[src/rtl/display_scheduler.sv]
// Time-shares a three-digit seven-segment display between two 7-bit sources,
// converting the selected value to BCD with a sequential double-dabble engine.
module display_scheduler #(
    parameter int unsigned CLKS_PER_SLOT = 50_000_000,
    parameter bit          BLANK_LEADING = 1'b1
) (
    input  logic       clk,
    input  logic       reset,
    input  logic [6:0] val_a,
    input  logic       en_a,
    input  logic [6:0] val_b,
    input  logic       en_b,
    input  logic       freeze,
    output logic [6:0] d0,
    output logic [6:0] d1,
    output logic [6:0] d2,
    output logic       sel,
    output logic       busy
);

    localparam int unsigned VW = 7;
    localparam int unsigned BW = 12;
    localparam int unsigned SW = 7;
    localparam int unsigned IW = 3;
    localparam int unsigned CW = (CLKS_PER_SLOT > 1) ? $clog2(CLKS_PER_SLOT) : 1;
    localparam logic [SW-1:0] SEG_BLANK = 7'b1111111;

    typedef enum logic [1:0] {IDLE, LOAD, SHIFT, COMMIT} state_t;

    state_t          state;
    state_t          state_nxt;
    logic            cur;
    logic [VW-1:0]   cmp;
    logic [VW-1:0]   bin;
    logic [BW-1:0]   bcd;
    logic [IW-1:0]   iter;
    logic [CW-1:0]   slot_cnt;
    logic            slot_flag;
    logic            shown;

    logic            any_en;
    logic            both_en;
    logic            pick_sel;
    logic [VW-1:0]   pick_val;
    logic            trigger;
    logic            start;
    logic            blank_now;
    logic            consume;
    logic            slot_tc;
    logic [BW-1:0]   bcd_adj;
    logic [BW-1:0]   bcd_nxt;
    logic [VW-1:0]   bin_nxt;
    logic [SW-1:0]   d0_c;
    logic [SW-1:0]   d1_c;
    logic [SW-1:0]   d2_c;

    function automatic logic [SW-1:0] seg7(input logic [3:0] n);
        case (n)
            4'd0:    return 7'b1000000;
            4'd1:    return 7'b1111001;
            4'd2:    return 7'b0100100;
            4'd3:    return 7'b0110000;
            4'd4:    return 7'b0011001;
            4'd5:    return 7'b0010010;
            4'd6:    return 7'b0000010;
            4'd7:    return 7'b1111000;
            4'd8:    return 7'b0000000;
            4'd9:    return 7'b0010000;
            default: return SEG_BLANK;
        endcase
    endfunction

    function automatic logic [3:0] adj3(input logic [3:0] n);
        return (n >= 4'd5) ? n + 4'd3 : n;
    endfunction

    // Source selection and conversion trigger, evaluated in IDLE
    always_comb begin
        any_en   = en_a | en_b;
        both_en  = en_a & en_b;
        if (en_a && !en_b)
            pick_sel = 1'b0;
        else if (en_b && !en_a)
            pick_sel = 1'b1;
        else
            pick_sel = slot_flag ? ~sel : sel;
        pick_val = pick_sel ? val_b : val_a;
        trigger  = any_en & ((pick_sel != sel) | (pick_val != cmp) | ~shown);
        slot_tc  = both_en & ~freeze & (slot_cnt == CW'(CLKS_PER_SLOT - 1));
    end

    // One double-dabble step and the segment encoding of the finished result
    always_comb begin
        bcd_adj = {adj3(bcd[11:8]), adj3(bcd[7:4]), adj3(bcd[3:0])};
        {bcd_nxt, bin_nxt} = {bcd_adj, bin} << 1;
        d0_c = seg7(bcd[3:0]);
        d1_c = (BLANK_LEADING && bcd[11:8] == 4'd0 && bcd[7:4] == 4'd0) ? SEG_BLANK : seg7(bcd[7:4]);
        d2_c = (BLANK_LEADING && bcd[11:8] == 4'd0) ? SEG_BLANK : seg7(bcd[11:8]);
    end

    always_ff @(posedge clk) begin
        if (reset)
            state <= IDLE;
        else
            state <= state_nxt;
    end

    always_comb begin
        state_nxt = state;
        start     = 1'b0;
        blank_now = 1'b0;
        consume   = 1'b0;
        case (state)
            IDLE: begin
                if (!freeze) begin
                    consume = 1'b1;
                    if (!any_en) begin
                        blank_now = 1'b1;
                    end else if (trigger) begin
                        start     = 1'b1;
                        state_nxt = LOAD;
                    end
                end
            end
            LOAD:    state_nxt = SHIFT;
            SHIFT:   if (iter == IW'(VW - 1)) state_nxt = COMMIT;
            COMMIT:  state_nxt = IDLE;
            default: state_nxt = IDLE;
        endcase
    end

    // Slot timer; a boundary stays latched until an IDLE cycle consumes it
    always_ff @(posedge clk) begin
        if (reset) begin
            slot_cnt  <= '0;
            slot_flag <= 1'b0;
        end else begin
            if (both_en && !freeze)
                slot_cnt <= slot_tc ? '0 : slot_cnt + CW'(1);
            else
                slot_cnt <= '0;
            if (consume)
                slot_flag <= 1'b0;
            if (slot_tc)
                slot_flag <= 1'b1;
        end
    end

    always_ff @(posedge clk) begin
        if (reset) begin
            cur   <= 1'b0;
            cmp   <= '0;
            bin   <= '0;
            bcd   <= '0;
            iter  <= '0;
            shown <= 1'b0;
            busy  <= 1'b0;
            sel   <= 1'b0;
            d0    <= SEG_BLANK;
            d1    <= SEG_BLANK;
            d2    <= SEG_BLANK;
        end else begin
            case (state)
                IDLE: begin
                    if (start) begin
                        cur  <= pick_sel;
                        busy <= 1'b1;
                    end
                    if (blank_now) begin
                        d0    <= SEG_BLANK;
                        d1    <= SEG_BLANK;
                        d2    <= SEG_BLANK;
                        shown <= 1'b0;
                    end
                end
                LOAD: begin
                    bin  <= cur ? val_b : val_a;
                    cmp  <= cur ? val_b : val_a;
                    bcd  <= '0;
                    iter <= '0;
                end
                SHIFT: begin
                    bcd  <= bcd_nxt;
                    bin  <= bin_nxt;
                    iter <= iter + IW'(1);
                    if (state_nxt == COMMIT)
                        busy <= 1'b0;
                end
                COMMIT: begin
                    d0    <= d0_c;
                    d1    <= d1_c;
                    d2    <= d2_c;
                    sel   <= cur;
                    shown <= 1'b1;
                end
                default: ;
            endcase
        end
    end

endmodule
[config.mk]
export PLATFORM = sky130hd
export DESIGN_NAME = display_scheduler
export DESIGN_NICKNAME = d
export VERILOG_FILES = /design/src/rtl/display_scheduler.sv
export SDC_FILE = /design/constraint.sdc
export NUM_CORES = 1
export LEC_CHECK = 0
export ABC_AREA = 1
export BUFFER_PORTS_ARGS = -buffer_cell sky130_fd_sc_hd__buf_2
export CORE_ASPECT_RATIO = 1.75
export CORE_MARGIN = 5
export CORE_UTILIZATION = 40
export CTS_BUF_LIST = sky130_fd_sc_hd__clkbuf_4 sky130_fd_sc_hd__clkbuf_8
export DETAILED_ROUTE_END_ITERATION = 8
export HOLD_SLACK_MARGIN = 0.08
export PLACE_DENSITY = 0.61
export SETUP_SLACK_MARGIN = 0.02
export SLEW_MARGIN = 20
export SYNTH_ARGS = -nofsm -noshare
export SYNTH_HDL_FRONTEND = slang
export SYNTH_SLANG_ARGS = --single-unit
[constraint.sdc]
create_clock -name clk -period 5.14 [get_ports clk]
set_input_delay 1.028 -clock clk [delete_from_list [all_inputs] [get_ports clk]]
set_output_delay 1.028 -clock clk [all_outputs]
set_load 0.02 [all_outputs]
==> impl_metrics.json, run 1 <==
{
  "timing.setup.tns_ns": 0,
  "clock_latency_ns": 0.39,
  "routed_wirelength_um": 11200,
  "synthesis.area_per_instance_um2": 7.28,
  "synth_area_leaders": "sky130_fd_sc_hd__dfxtp_1 (41%), sky130_fd_sc_hd__nand2_1 (9.5%), sky130_fd_sc_hd__inv_1 (8.3%), sky130_fd_sc_hd__ha_1 (7.1%), sky130_fd_sc_hd__o21ai_0 (6.9%)",
  "std_cell_rows": 54,
  "grt.busiest_layer": "met2",
  "synth.cell_area_um2": 5100,
  "critical_path_arrival_ns": 3.33,
  "clock-root-buffer": "sky130_fd_sc_hd__clkbuf_8",
  "power.density_cell_area_nw_per_um2": 278,
  "peakVddDrop_uv": 156,
  "grt.met2_usage_pct": 27.8,
  "globalRouteTotalUtil_pct": 15.3,
  "grt_pass1_vias": 4303,
  "clock_sinks": 104,
  "cts_inserted_buffers": 9,
  "post_synth_inst_count": 701,
  "antenna-diode-count": 0,
  "maximum_clock_skew_at_final_layout_ns": 0.0122,
  "avgViaCountPerCell": 4.89,
  "post-synth-top-area-fraction_pct": 40.8,
  "endpoint_kind": "register",
  "setup_viol": 0,
  "via_count": 4462,
  "numPlacedInstances": 896,
  "portBuffers": 41,
  "synth_common_cells": "sky130_fd_sc_hd__nand2_1 (129), sky130_fd_sc_hd__inv_1 (113), sky130_fd_sc_hd__dfxtp_1 (104)",
  "clock_tree_from_tritoncts": "yes",
  "hp-class": "reg2reg",
  "drt-wirelength-per-cell_um": 12.3,
  "synthesis.nets": 749,
  "clk_path_buf_depth": 2,
  "postLayoutCellArea_um2": 5660,
  "grt_start_max_net_pins": 33,
  "timing.max_cap.violations": 0,
  "timing.max_slew.rel_slack_pct": 36.6,
  "antenna_found_initial": 0,
  "fp.dieH_um": 159,
  "outcome": "completed",
  "post-synth-top-count-cell": "sky130_fd_sc_hd__nand2_1",
  "timing.critical_path.from_type": "register",
  "grt_use_met3_pct": 2.74,
  "dp_hpwl_um": 8510,
  "final_cells": 912,
  "floorplan.die.width_um": 95.4,
  "drv_slew": 0,
  "cts.hold.buffers_added": 0,
  "classification_of_the_worst_setup_path": "reg2reg",
  "globalRouteOverflowTotal": 0,
  "first_pass_iters": 4,
  "ys_warn_count": 0,
  "cp_data_required_time_ns": 5.40,
  "setup_fix_buffers_added_after_clock_tree_synthesis": 0,
  "placed_cell_area_um2": 5470,
  "critical_path.max_fanout": 19,
  "ys_async_sr_fraction_pct": 0,
  "cellLeakagePower_nw": 2.60,
  "clock.fmax_ghz": 0.326,
  "seq_cells_post_synth": 104,
  "synth_to_layout_area_growth_pct": 10.9,
  "grt_setup_unrepaired": "no",
  "drcViolationCount": 0,
  "design.die.area_um2": 15200,
  "period_minus_slack_ns": 3.07,
  "hold_violations": 0,
  "synth.largest_area_cell": "sky130_fd_sc_hd__dfxtp_1",
  "num-nets-final": 787,
  "most_instantiated_flip_flop_cell_in_the_synthesis_netlist": "sky130_fd_sc_hd__dfxtp_1",
  "io_pins": 42,
  "drive_gt1_share_pct": 11.0,
  "worst_setup_hold_path_clk_slew_ns": 0.10,
  "synth_cell_types": 39,
  "post_cts_resized": 0,
  "worst_slew_pin_slew_ns": 0.950,
  "grt_use_met1_pct": 16.6,
  "ys_seq_area_share_pct": 40.8,
  "fin_crit_sh_pct": 59.7,
  "initial_util_pct": 40.8,
  "drt-initial-drc-count": 147,
  "grt_pass1_wl_um": 18900,
  "h-tree-depth": 3,
  "core-area_um2": 12500,
  "synth_edf_count": 0,
  "postRouteAntennaNets": 0,
  "gp_routability_congestion": 0.865
}
critical path: stages, from the launching register on:
cell,delay [ns]
sky130_fd_sc_hd__dfxtp_1,0.39
sky130_fd_sc_hd__inv_1,0.10
sky130_fd_sc_hd__ha_1,0.60
sky130_fd_sc_hd__nand2_1,0.50
sky130_fd_sc_hd__a21oi_1,0.23
sky130_fd_sc_hd__o21ai_0,0.13
sky130_fd_sc_hd__a21oi_1,0.32
sky130_fd_sc_hd__inv_1,0.15
sky130_fd_sc_hd__ha_1,0.32
sky130_fd_sc_hd__nand2_1,0.07
sky130_fd_sc_hd__nand2_1,0.04
sky130_fd_sc_hd__nand2_1,0.05
sky130_fd_sc_hd__nand2_1,0.04
cell usage in the layout (no fill, tap or decap), drive strengths merged, types with 5 or more instances in the layout:
cell / instances
nand2: 136
inv: 118
dfxtp: 104
nor2: 73
o21ai: 71
a21oi: 46
buf: 43
nand3: 38
ha: 29
nor3: 16
o22ai: 13
clkbuf: 10
xor2: 7
a31oi: 6
o31ai: 6
nand4: 5
per-stage QoR:
step / total power, mW / hold WS (ns) / setup WS, ns / utilization [%]
3_3_place_gp: 1.09 / 0.428 / 1.84 / 43.8
2_1_floorplan: 1.03 / 0.418 / 2.65 / -
5_1_grt: 1.66 / 0.472 / 1.69 / 45.3
6_report: 1.57 / 0.458 / 2.07 / 45.3
3_5_place_dp: 1.10 / 0.433 / 1.84 / 43.8
4_1_cts: 1.60 / 0.460 / 2.06 / 45.3
area by class of cell:
| type | count | area, um^2 |
|---|---|---|
| clock inverter | 6 | 51.3 |
| clock buffer | 10 | 138 |
| multi-input combinational | 464 | 2520 |
| inverter | 117 | 439 |
| tap | 168 | 210 |
| fill | 1288 | 6840 |
| sequential | 104 | 2080 |
| timing repair buffer | 43 | 220 |
logic make-up after synthesis:
kind of cell    after synthesis  share of synthesized area, %
buf+inv                     133                          9.80
fa+ha+maj                    29                          7.11
compound gates              156                          16.9
simple gates                271                          24.0
xor+xnor                      8                          1.37
flops                       104                          40.8
metal layers:
layer	wire, um	share of wire [%]	up-vias
met3	349	3.1	25
met4	370	3.3	0
met1	4670	42	2027
met2	5840	52	67
li1	-	-	2343
met5	0	0	-
report_power, final:
group	internal (mW)	switching, mW
Sequential	0.836	0.0195
Clock	0.195	0.300
Combinational	0.0713	0.151
Total	1.10	0.470
path summary, 6_finish.rpt:
check	startpoint	endpoint	slack (ns)	cells past startpoint
setup / recovery	state[0]$_SDFF_PP0_	register	2.07	12
hold / removal	register	d1[5]$_SDFFE_PP1P_	0.46	2
setup reg to reg	state[0]$_SDFF_PP0_	register	2.07	12
hold reg to reg	register	d1[5]$_SDFFE_PP1P_	0.46	2
(Power assumes the default switching activity.)
==> inputs of run 2 (changes only) <==
- PLACE_DENSITY: 0.61 -> 0.63
- clock period: 5.14 -> 2.6 ns (I/O delays scaled with it)
==> run 2 against run 1 <==
Effect of this change:
- total power grew 100%
- first-iteration DRC count increased by 13%
- die area did not move
- routed wire length down 0.98%
- via count grew 0.67%
- non-clock buffer count rose by 8
- sequential share of layout area shrank 0.51 points
- core utilization is 0.64 points higher
- fmax rose by 32%
- register-to-register slack got worse by 1.8 ns
==> impl_metrics.json, run 2 (synthesis results as in run 1) <==
{
  "power.density_cell_area_nw_per_um2": 549,
  "h-tree-depth": 3,
  "via_count": 4492,
  "synth_to_layout_area_growth_pct": 12.5,
  "clock.fmax_ghz": 0.429,
  "postRouteAntennaNets": 0,
  "drt-wirelength-per-cell_um": 12.1,
  "portBuffers": 41,
  "hold_depth": 1,
  "rr_worst_depth": 10,
  "classification_of_the_worst_setup_path": "reg2reg",
  "std_cell_rows": 54,
  "placement.setup.worst_slack_ns": 0.215,
  "timing.final.ws_setup_ns": 0.271,
  "layout_commonest_cell": "sky130_fd_sc_hd__nand2_1",
  "drive_gt1_share_pct": 12.4,
  "antenna_found_initial": 0,
  "grt_pass1_wl_um": 18900,
  "clock_tree_from_tritoncts": "yes",
  "fin_crit_sh_pct": 89.6,
  "clk_path_buf_depth": 2,
  "final_cells": 919,
  "clock_latency_ns": 0.37,
  "clock_sinks": 104,
  "antenna-diode-count": 0,
  "period_minus_slack_ns": 2.33,
  "globalRouteOverflowTotal": 0,
  "cp_data_required_time_ns": 2.82,
  "drcViolationCount": 0,
  "avgViaCountPerCell": 4.89,
  "initial_util_pct": 40.8,
  "hp-class": "reg2reg",
  "drt-initial-drc-count": 166,
  "dp_hpwl_um": 8590,
  "num-nets-final": 795,
  "endpoint_kind": "register",
  "io_pins": 42,
  "fp.dieH_um": 159,
  "core-area_um2": 12500,
  "grt_pass1_vias": 4305,
  "cts.hold.buffers_added": 0,
  "worst_slew_pin_slew_ns": 0.639,
  "drv_slew": 0,
  "timing.setup.tns_ns": 0,
  "clock-root-buffer": "sky130_fd_sc_hd__clkbuf_8",
  "cellLeakagePower_nw": 2.64,
  "worst_setup_hold_path_clk_slew_ns": 0.09,
  "setup_fix_buffers_added_after_clock_tree_synthesis": 0,
  "critical_path_arrival_ns": 2.55,
  "first_pass_iters": 4,
  "maximum_clock_skew_at_final_layout_ns": 0.0131,
  "setup_viol": 0,
  "timing.max_slew.rel_slack_pct": 57.2,
  "hold_violations": 0,
  "layout_common_cells": "sky130_fd_sc_hd__nand2_1 (128), sky130_fd_sc_hd__inv_1 (113), sky130_fd_sc_hd__dfxtp_1 (104), sky130_fd_sc_hd__nor2_1 (69), sky130_fd_sc_hd__o21ai_0 (68)",
  "design_power_total_mw": 3.15,
  "globalRouteTotalUtil_pct": 15.2,
  "routed_wirelength_um": 11100,
  "gp_routability_congestion": 0.912,
  "grt_start_max_net_pins": 29,
  "peakVddDrop_uv": 259,
  "critical_path.max_fanout": 16,
  "cts_inserted_buffers": 9,
  "numPlacedInstances": 904,
  "timing.critical_path.from_type": "register",
  "floorplan.die.width_um": 95.4,
  "grt_setup_unrepaired": "no",
  "design.die.area_um2": 15200,
  "timing.max_cap.violations": 0,
  "outcome": "completed"
}
-- run 2: critical path, cell delays in order, from the launching register on --
cell,delay [ns]
sky130_fd_sc_hd__dfxtp_1,0.38
sky130_fd_sc_hd__inv_1,0.09
sky130_fd_sc_hd__ha_1,0.30
sky130_fd_sc_hd__buf_4,0.21
sky130_fd_sc_hd__clkinv_1,0.29
sky130_fd_sc_hd__nand2_1,0.16
sky130_fd_sc_hd__a21oi_1,0.11
sky130_fd_sc_hd__buf_4,0.17
sky130_fd_sc_hd__ha_1,0.17
sky130_fd_sc_hd__o21ai_0,0.21
sky130_fd_sc_hd__o21ai_0,0.10
-- run 2: area by class of cell --
class                           instances  area (um^2)
Inverter                              117          439
Sequential cell                       104         2080
Multi-Input combinational cell        464         2540
Clock inverter                          5         56.3
Timing Repair Buffer                   51          280
Clock buffer                           10          138
Tap cell                              168          210
Fill cell                            1297         6760
-- run 2: worst paths after layout --
kind	from	end	slack (ns)
worst min-delay path	slot_cnt[0]$_SDFF_PP0_	slot_cnt[0]$_SDFF_PP0_	0.46
worst min register to register	slot_cnt[0]$_SDFF_PP0_	slot_cnt[0]$_SDFF_PP0_	0.46
worst max-delay path	state[0]$_SDFF_PP0_	register	0.27
worst max register to register	state[0]$_SDFF_PP0_	register	0.27
-- run 2: power breakdown --
group / leakage (nW) / switching, mW / total, mW / internal, mW
clock: 0.0985 / 0.543 / 1.01 / 0.467
combinational: 1.70 / 0.304 / 0.455 / 0.151
sequential: 0.841 / 0.0358 / 1.69 / 1.65
total: 2.64 / 0.883 / 3.15 / 2.27
-- run 2: layer usage --
layer  global-route usage [%]  share of wire (%)  up-vias
met5                        0                  0        -
met4                     5.31                1.6        0
met3                     3.03                3.3       14
met2                     27.6                 53       71
met1                     17.1                 42     2055
li1                         -                  -     2352
-- run 2: timing repair --
item | 4_1_cts | 5_1_grt
setup endpoints to repair | 0 | 7
gates resized for setup | 0 | 5
endpoints found under the hold margin | 0 | 0
-- run 2: stage by stage --
stage | hold slack [ns] | cell area, um^2 | utilization, %
6_report | 0.460 | 5740 | 45.9
5_1_grt | 0.474 | 5740 | 45.9
3_5_place_dp | 0.439 | 5530 | 44.3
3_3_place_gp | 0.427 | 5530 | 44.3
2_1_floorplan | 0.418 | 5100 | -
4_1_cts | 0.461 | 5730 | 45.8
==> inputs of run 3 (changes only) <==
- CELL_PAD_IN_SITES_DETAIL_PLACEMENT: not set -> 0
- CELL_PAD_IN_SITES_GLOBAL_PLACEMENT: not set -> 1
- PLACE_DENSITY: 0.63 -> 0.81
==> run 3 against run 2 <==
Effect of this change:
- fmax is 0.34% lower
- flip-flop and latch count stayed put
- count of clock-buffer cells in the layout is 1 lower
==> impl_metrics.json, run 3 (synthesis results as in run 1) <==
{
  "clock_sinks": 104,
  "cellLeakagePower_nw": 2.62,
  "critical_path_arrival_ns": 2.62,
  "grt_pass1_wl_um": 19300,
  "timing.max_cap.violations": 0,
  "globalRouteTotalUtil_pct": 15.6,
  "rr_worst_depth": 10,
  "hold_path_end": "d1[1]$_SDFFE_PP1P_",
  "clock_tree_from_tritoncts": "yes",
  "peakVddDrop_uv": 213,
  "globalRouteOverflowTotal": 0,
  "setup_viol": 0,
  "grt_start_max_net_pins": 29,
  "design.die.area_um2": 15200,
  "floorplan.die.width_um": 95.4,
  "power.density_cell_area_nw_per_um2": 538,
  "io_pins": 42,
  "postRouteAntennaNets": 0,
  "first_pass_iters": 4,
  "hold_depth": 2,
  "timing.max_slew.rel_slack_pct": 56.3,
  "outcome": "completed",
  "drt-wirelength-per-cell_um": 12.1,
  "rrSetupSlack_ns": 0.26,
  "antenna-diode-count": 0,
  "fp.dieH_um": 159,
  "drt-initial-drc-count": 149,
  "clk_path_buf_depth": 2,
  "h-tree-depth": 3,
  "classification_of_the_worst_setup_path": "reg2reg",
  "portBuffers": 41,
  "clock_latency_ns": 0.38,
  "timing.setup.tns_ns": 0,
  "core-area_um2": 12500,
  "grt_setup_unrepaired": "no",
  "timing.critical_path.from_type": "register",
  "worst_setup_hold_path_clk_slew_ns": 0.10,
  "antenna_found_initial": 0,
  "synth_to_layout_area_growth_pct": 12.4,
  "num-nets-final": 797,
  "layout_common_cells": "sky130_fd_sc_hd__nand2_1 (128), sky130_fd_sc_hd__inv_1 (113), sky130_fd_sc_hd__dfxtp_1 (104), sky130_fd_sc_hd__nor2_1 (70), sky130_fd_sc_hd__o21ai_0 (68)",
  "via_count": 4505,
  "cts.hold.buffers_added": 0,
  "placement.setup.worst_slack_ns": 0.168,
  "drive_gt1_share_pct": 12.5,
  "hold-worst-slack_ns": 0.453,
  "timing.final.ws_setup_ns": 0.263,
  "timing.rr.start": "bcd[8]$_SDFFE_PP0N_",
  "dp_hpwl_um": 8650,
  "endpoint_kind": "register",
  "std_cell_rows": 54,
  "routed_wirelength_um": 11100,
  "cp_data_required_time_ns": 2.89,
  "hp-class": "reg2reg",
  "initial_util_pct": 40.8,
  "period_minus_slack_ns": 2.34,
  "maximum_clock_skew_at_final_layout_ns": 0.00841,
  "cts_inserted_buffers": 9,
  "hold_violations": 0,
  "design_power_total_mw": 3.08,
  "avgViaCountPerCell": 4.89,
  "drcViolationCount": 0,
  "layout_commonest_cell": "sky130_fd_sc_hd__nand2_1",
  "critical_path.max_fanout": 6,
  "clock.fmax_ghz": 0.428,
  "worst_slew_pin_slew_ns": 0.653,
  "drv_slew": 0,
  "clock-root-buffer": "sky130_fd_sc_hd__clkbuf_8",
  "grt_pass1_vias": 4375,
  "fin_crit_sh_pct": 89.9,
  "gp_routability_congestion": 0.823
}
-- run 3: cell count changes in the layout (fill, tap and decap cells not counted), sizes merged --
| cell | change |
|---|---|
| clkinvlp | +5 |
| clkbuf | -1 |
| buf | +2 |
| bufinv | -1 |
| clkinv | -2 |
-- run 3: layout make-up --
type	count	area, um^2
sequential	104	2080
timing repair buffer	53	295
fill	1246	6760
clock buffer	9	124
inverter	117	443
multi-input combinational	464	2520
clock inverter	7	57.6
tap	168	210
-- run 3: worst max-delay path: stages, from the launching register on --
cell and delay [ns]:
sky130_fd_sc_hd__dfxtp_1 0.40, sky130_fd_sc_hd__inv_1 0.06, sky130_fd_sc_hd__ha_1 0.22, sky130_fd_sc_hd__o21ai_0 0.33
sky130_fd_sc_hd__a21oi_1 0.12, sky130_fd_sc_hd__o21ai_0 0.10, sky130_fd_sc_hd__o21ai_0 0.14, sky130_fd_sc_hd__nand2_1 0.19
sky130_fd_sc_hd__inv_1 0.09, sky130_fd_sc_hd__ha_1 0.33, sky130_fd_sc_hd__o31ai_1 0.27
-- run 3: through the flow --
| step | util [%] | cell area, um^2 | instances |
|---|---|---|---|
| 2_1_floorplan | - | 5100 | 701 |
| 3_3_place_gp | 44.3 | 5540 | 905 |
| 3_5_place_dp | 44.3 | 5540 | 905 |
| 4_1_cts | 45.8 | 5720 | 921 |
| 5_1_grt | 45.9 | 5740 | 922 |
| 6_report | 45.9 | 5740 | 922 |
-- run 3: routing by layer --
| layer | wire (um) | track usage (%) | vias to the layer above |
|---|---|---|---|
| li1 | - | - | 2361 |
| met1 | 4570 | 17.2 | 2054 |
| met2 | 5890 | 28.3 | 69 |
| met3 | 353 | 2.51 | 21 |
| met4 | 338 | 7.19 | 0 |
| met5 | 0 | 0 | - |
-- run 3: what timing repair did --
| action | CTS | global route |
|---|---|---|
| setup endpoints to repair | 0 | 8 |
| buffers inserted | 0 | 1 |
| gates resized for setup | 0 | 3 |
-- run 3: worst max path at each step --
| stage | startpoint | endpoint | slack [ns] | depth (start not counted) |
|---|---|---|---|---|
| 2_1_floorplan | state[0]$_SDFF_PP0_ | register | 0.11 | 14 |
| 3_3_place_gp | en_b | busy$_SDFFE_PP0P_ | 0.28 | 21 |
| 3_5_place_dp | state[0]$_SDFF_PP0_ | d0_c[3]$_DFF_P_ | 0.17 | 14 |
| 4_1_cts | state[0]$_SDFF_PP0_ | d0_c[3]$_DFF_P_ | 0.15 | 14 |
| 5_1_grt | bcd[8]$_SDFFE_PP0N_ | register | 0.03 | 11 |
| 6_report | bcd[8]$_SDFFE_PP0N_ | register | 0.26 | 10 |
-- run 3: power by group --
part | leakage (nW) | switching (mW) | internal [mW]
registers | 0.841 | 0.0385 | 1.65
logic | 1.71 | 0.304 | 0.153
clock network | 0.0756 | 0.581 | 0.355
total | 2.62 | 0.924 | 2.16
